## src/rtl/mipi_tx_sync_gen.sv

```systemverilog
// rtl/mipi_tx_sync_gen.sv - free-running Vsync/Hsync/frame_start source for the MIPI TX timing generator
// Optional genlock to rx_vsync is built in when MIPI_TX_SYNC_EXT_LOCK_EN is defined.
module mipi_tx_sync_gen #(
  parameter int H_TOTAL      = 2200,
  parameter int V_TOTAL      = 1500,
  parameter int VACT_START   = 8,
  parameter int HSYNC_OFFSET = 0
) (
  input  logic        CLK_tx,
  input  logic        RSTn,
  input  logic        sync_en,
  input  logic        rx_frame_ready,
  input  logic        rx_vsync,
  output logic        Vsync,
  output logic        Hsync,
  output logic        frame_start,
  output logic        running,
  output logic [11:0] line_cnt,
  output logic [15:0] frame_cnt,
  output logic [15:0] skip_cnt
);

  localparam logic [1:0]  ST_IDLE  = 2'd0;
  localparam logic [1:0]  ST_RUN   = 2'd1;
  localparam logic [1:0]  ST_DRAIN = 2'd2;
  localparam logic [15:0] H_LAST   = 16'(H_TOTAL - 1);
  localparam logic [11:0] V_LAST   = 12'(V_TOTAL - 1);
  localparam logic [15:0] H_SYNC   = 16'(HSYNC_OFFSET);
  localparam logic [11:0] V_ACT    = 12'(VACT_START);

  logic [1:0]  r_state;
  logic [1:0]  w_state_nxt;
  logic [15:0] r_h_cnt;
  logic [15:0] w_h_nxt;
  logic [11:0] r_v_cnt;
  logic [11:0] w_v_nxt;
  logic        r_arm;
  logic        w_run;
  logic        w_boundary;
  logic        w_lock;
  logic        w_vs_match;
  logic        w_hs_match;
  logic        w_fs_set;
  logic        w_fs_clr;

  assign w_run      = (r_state == ST_RUN);
  assign w_boundary = w_run && (r_h_cnt == H_LAST) && (r_v_cnt == V_LAST);

`ifdef MIPI_TX_SYNC_EXT_LOCK_EN
  assign w_lock = w_run & rx_vsync;
`else
  assign w_lock = 1'b0 & rx_vsync;
`endif

  assign w_vs_match = w_run && (r_v_cnt == 12'd0) && (r_h_cnt == H_SYNC);
  assign w_hs_match = w_run && (r_v_cnt != 12'd0) && (r_h_cnt == H_SYNC);
  assign w_fs_set   = w_run && (r_v_cnt == V_ACT) && (r_h_cnt == 16'd0) && r_arm;
  assign w_fs_clr   = w_vs_match || (w_state_nxt == ST_DRAIN) || (r_state == ST_DRAIN);

  always_comb begin
    w_state_nxt = r_state;
    case (r_state)
      ST_IDLE:  if (sync_en) w_state_nxt = ST_RUN;
      ST_RUN:   if (w_boundary && !sync_en) w_state_nxt = ST_DRAIN;
      ST_DRAIN: w_state_nxt = ST_IDLE;
      default:  w_state_nxt = ST_IDLE;
    endcase
  end

  // Counters only move in RUN; a genlock hit overrides the normal wrap.
  always_comb begin
    w_h_nxt = 16'd0;
    w_v_nxt = 12'd0;
    if (w_run && !w_lock) begin
      if (r_h_cnt == H_LAST) begin
        w_h_nxt = 16'd0;
        w_v_nxt = (r_v_cnt == V_LAST) ? 12'd0 : r_v_cnt + 12'd1;
      end else begin
        w_h_nxt = r_h_cnt + 16'd1;
        w_v_nxt = r_v_cnt;
      end
    end
  end

  always_ff @(posedge CLK_tx or negedge RSTn) begin
    if (!RSTn) begin
      r_state     <= ST_IDLE;
      r_h_cnt     <= 16'd0;
      r_v_cnt     <= 12'd0;
      r_arm       <= 1'b0;
      Vsync       <= 1'b0;
      Hsync       <= 1'b0;
      frame_start <= 1'b0;
      running     <= 1'b0;
      line_cnt    <= 12'd0;
      frame_cnt   <= 16'd0;
      skip_cnt    <= 16'd0;
    end else begin
      r_state  <= w_state_nxt;
      r_h_cnt  <= w_h_nxt;
      r_v_cnt  <= w_v_nxt;
      Vsync    <= w_vs_match;
      Hsync    <= w_hs_match;
      running  <= (w_state_nxt == ST_RUN);
      line_cnt <= r_v_cnt;
      if (w_vs_match) begin
        r_arm     <= rx_frame_ready;
        frame_cnt <= frame_cnt + 16'd1;
        if (!rx_frame_ready && (skip_cnt != 16'hFFFF)) skip_cnt <= skip_cnt + 16'd1;
      end
      if (w_fs_clr) frame_start <= 1'b0;
      else if (w_fs_set) frame_start <= 1'b1;
    end
  end

endmodule

```

## config.mk

```make
export PLATFORM = sky130hd
export DESIGN_NAME = mipi_tx_sync_gen
export DESIGN_NICKNAME = d
export VERILOG_FILES = /design/src/rtl/mipi_tx_sync_gen.sv
export SDC_FILE = /design/constraint.sdc
export NUM_CORES = 1
export LEC_CHECK = 0
export CORE_MARGIN = 5
export CORE_UTILIZATION = 49
export CTS_CLUSTER_SIZE = 40
export DETAILED_ROUTE_END_ITERATION = 6
export PLACE_DENSITY = 0.76
export SYNTH_ARGS = -nofsm -noshare
export SYNTH_HDL_FRONTEND = slang
export SYNTH_SLANG_ARGS = --single-unit
```

## constraint.sdc

```tcl
create_clock -name CLK_tx -period 2.35 [get_ports CLK_tx]
set_clock_uncertainty 0.1 [all_clocks]
set_input_delay 0.5875 -clock CLK_tx [delete_from_list [all_inputs] [get_ports CLK_tx]]
set_output_delay 0.5875 -clock CLK_tx [all_outputs]
set_load 0.005 [all_outputs]
```

==> summary.md <==
| Metric | Value |
|---|---|
| CP delay by family, top | `simple AND/OR/NAND/NOR gates` |
| Seq/Total Area, Yosys | `54.3%` |
| Slew margin rel. | `57.9%` |
| Worst hold slack | `117 ps` |
| Post-layout worst setup margin | `-106 ps` |
| Vias in the first global route | `2904` |
| Flip-flop and latch area | `0.00198 mm2` |
| Reg-to-reg slack, setup | `-110 ps` |
| Avg Synthesized Cell Area | `10.7 um2` |
| Share of cells above drive strength 1 | `23.0%` |
| Post-Synth Simple-Gate Area | `25.9%` |
| HP Class | `primary input to asynchronous set/reset pin` |
| Count of final setup violators | `22` |
| CTS tree | `yes` |
| Worst Path Arrival | `2610 ps` |
| Worst setup EP type | `register` |
| Die ar. | `0.00925 mm2` |
| I/O pin count | `53` |
| Final hold vios | `0` |
| Wire per inst | `15.8 um` |
| CP peak stage delay | `470 ps` |
| Clock buffer depth | `2` |
| Routed vias | `2977` |
| Max VDD drop | `490 uV` |
| Post-Syn Area | `0.00364 mm2` |
| Core region area | `0.00725 mm2` |
| EDFF count, synth | `0` |
| Most common library cells after synthesis | `dfrtp_1 (79), nor2_1 (38), xnor2_1 (35), nand2_1 (27), nand3_1 (22)` |
| Dpl ws | `-220 ps` |
| Largest net degree at the start of global routing | `45` |
| CTS Root Buffer Type | `clkbuf_8` |
| CP max stage cell | `or4b_4` |
| Total power | `3380 uW` |
| Syn nets | `351` |
| Largest family of logic cells by synthesized area | `simple AND/OR/NAND/NOR gates` |
| Ranking of synthesized cells by area | `dfrtp_1 (54%), xnor2_1 (8.4%), nor2_1 (3.9%)` |
| Most frequent cell after synthesis | `dfrtp_1` |
| #FFs+latches synth | `79` |
| Compound-Gate Fraction of Synth Area | `3.99%` |
| Area grow syn2layout | `36.5%` |
| Number of max-cap violations | `0` |
| IO Port Bufs | `51` |
| Antenna cells | `0` |
| Initial DRC count | `169` |
| Post-synthesis mux area share | `0.928%` |
| Yosys warns | `0` |
| Setup repair after global routing missed its margin | `true` |
| H-Tree Depth | `3` |
| Total of fill cells in the finished design | `530` |
| DRC | `0` |
| Pwr dens | `681 mW/mm2` |
| Gp weighted congestion | `0.939` |
| Fin crit share | `104%` |
| Antenna violations before repair | `0` |
| Nets | `450` |
| Final max-slew violation count | `0` |
| Prevailing post-synth register cell | `dfrtp_1` |
| Count of different cell masters after synthesis | `43` |
| Cell accounting for the most synthesized area | `dfrtp_1` |
| Clk Latency, worst-skew pair | `360 ps` |
| Synthesized-area fraction occupied by adder cells | `2.06%` |
| Post-Route WL | `8600 um` |
| Top cell type's share of synthesized area | `54.3%` |
| Site Rows | `31` |
| Clk slew on worst S/H paths | `90 ps` |
| Fmax | `407 MHz` |
| Outcome | `finished, violations left` |
| Worst path bufs/invs | `2` |
| Critical path class | `register to register` |
| Antenna-violating nets left | `0` |
| Crit path launch type | `register` |
| Global Route Usage Sum | `20.0%` |
| Die W | `96.2 um` |
| Violated checks | `setup timing` |
| Cts hold-fix bufs | `0` |
| Hpwl dp | `6000 um` |
| Initial Utilization | `50.2%` |
| Post-route insts no fill | `543` |
| Ys async rst share | `100%` |
| Worst-Margin Slew | `631 ps` |
| Multi-input gate area | `0.00176 mm2` |
| Worst-path maximum fanout | `5` |
| Worst R2R Start | `r_v_cnt[0]$_DFFE_PN0P_` |
| RR Endpoint | `frame_start$_DFFE_PN0P_` |
| Pre-Repair DR Iteration Count | `4` |
| Post-Synthesis Cells | `340` |
| WP data required | `2500 ps` |
| Die height | `96.2 um` |
| First-pass GRT wire length | `14200 um` |
| Worst R2R Path Depth | `8` |
| Number of buffers created by CTS | `9` |
| Lkg Pwr | `0.00221 uW` |
| Fin crit period | `2460 ps` |
| Sink Count | `79` |
| GR Overflow Total | `0` |
| Placed insts | `518` |
| Xor-xnor portion of the synthesized cell area | `11.1%` |
| Vias per inst | `5.48` |
| Critical-path cell list | `inv_2, ha_4, or4b_4, or3_4, buf_6, nor3_2, a31oi_1, a2111oi_2` |
cell families after synthesis:
kind of cell / count (synthesis)
compound gates: 22
simple gates: 169
flops: 79
xor+xnor: 46
buf+inv: 15
fa+ha+maj: 6
mux: 3
metrics by stage:
| step | setup TNS [ps] | utilization, % | area (um2) |
|---|---|---|---|
| floorplan | -2340 | - | 3650 |
| global placement | -3300 | 62.4 | 4520 |
| detailed placement | -4440 | 62.4 | 4520 |
| CTS | -790 | 66.2 | 4800 |
| global route | -3730 | 68.5 | 4970 |
| finish | -1090 | 68.5 | 4970 |
worst max-delay path by stage:
stage	from	endpoint	depth (start not counted)
after global routing	r_v_cnt[0]$_DFFE_PN0P_	frame_start$_DFFE_PN0P_	8
after floorplan	r_v_cnt[1]$_DFFE_PN0P_	skip_cnt[1]$_DFFE_PN0P_	7
after global placement	r_v_cnt[1]$_DFFE_PN0P_	skip_cnt[1]$_DFFE_PN0P_	7
final	r_v_cnt[0]$_DFFE_PN0P_	frame_start$_DFFE_PN0P_	8
after detailed placement	r_v_cnt[1]$_DFFE_PN0P_	skip_cnt[1]$_DFFE_PN0P_	7
after CTS	r_v_cnt[0]$_DFFE_PN0P_	frame_cnt[14]$_DFFE_PN0P_	8
metal layers:
layer,share of wire (%),GRT usage (%),wire (um)
met1,43,26.0,3720
met2,49,32.5,4240
met3,5.3,4.93,452
met4,2.1,6.87,182
met5,0,0,0
cell type report:
cell class / count / share of cell area (%)
Sequential cell: 79 / 39.8
Multi-Input combinational cell: 246 / 35.4
Timing Repair Buffer: 95 / 17.7
Clock buffer: 10 / 2.57
Tap cell: 99 / 2.49
Clock inverter: 6 / 1.41
Inverter: 8 / 0.604
layout by cell type, fill, tap and decap left out, drive strengths merged, types with 3 or more instances in the layout:
cell and n:
nand4 20, buf 45, inv 9, nand3 22
nor2 38, o21ai 4, a21oi 6, or4 8
dfrtp 79, nor3 11, nand2 27, or2 3
xor2 11, ha 6, xnor2 35, and3 14
or3 6, clkinvlp 3, clkdlybuf4s50 50, nor4 9
clkbuf 10, mux2 3, a31oi 3
registers in the layout (all words and copies together), names as in the netlist:
signal	flops
frame_cnt	16
r_v_cnt	12
line_cnt	12
Vsync	1
r_h_cnt	16
skip_cnt	16
r_arm	1
frame_start	1
running	1
r_state	2
Hsync	1
where the power goes:
group          switching, uW  internal, uW
Clock                    517           496
Combinational            326           406
Sequential               152          1490
timing repair:
| item | 4_1_cts | 5_1_grt |
|---|---|---|
| setup buffers | 4 | 5 |
| resized for setup | 15 | 28 |
| pin swaps | 8 | 15 |
| endpoints found under the setup margin | 34 | 37 |
No activity file was read; power rests on OpenSTA's default activity.
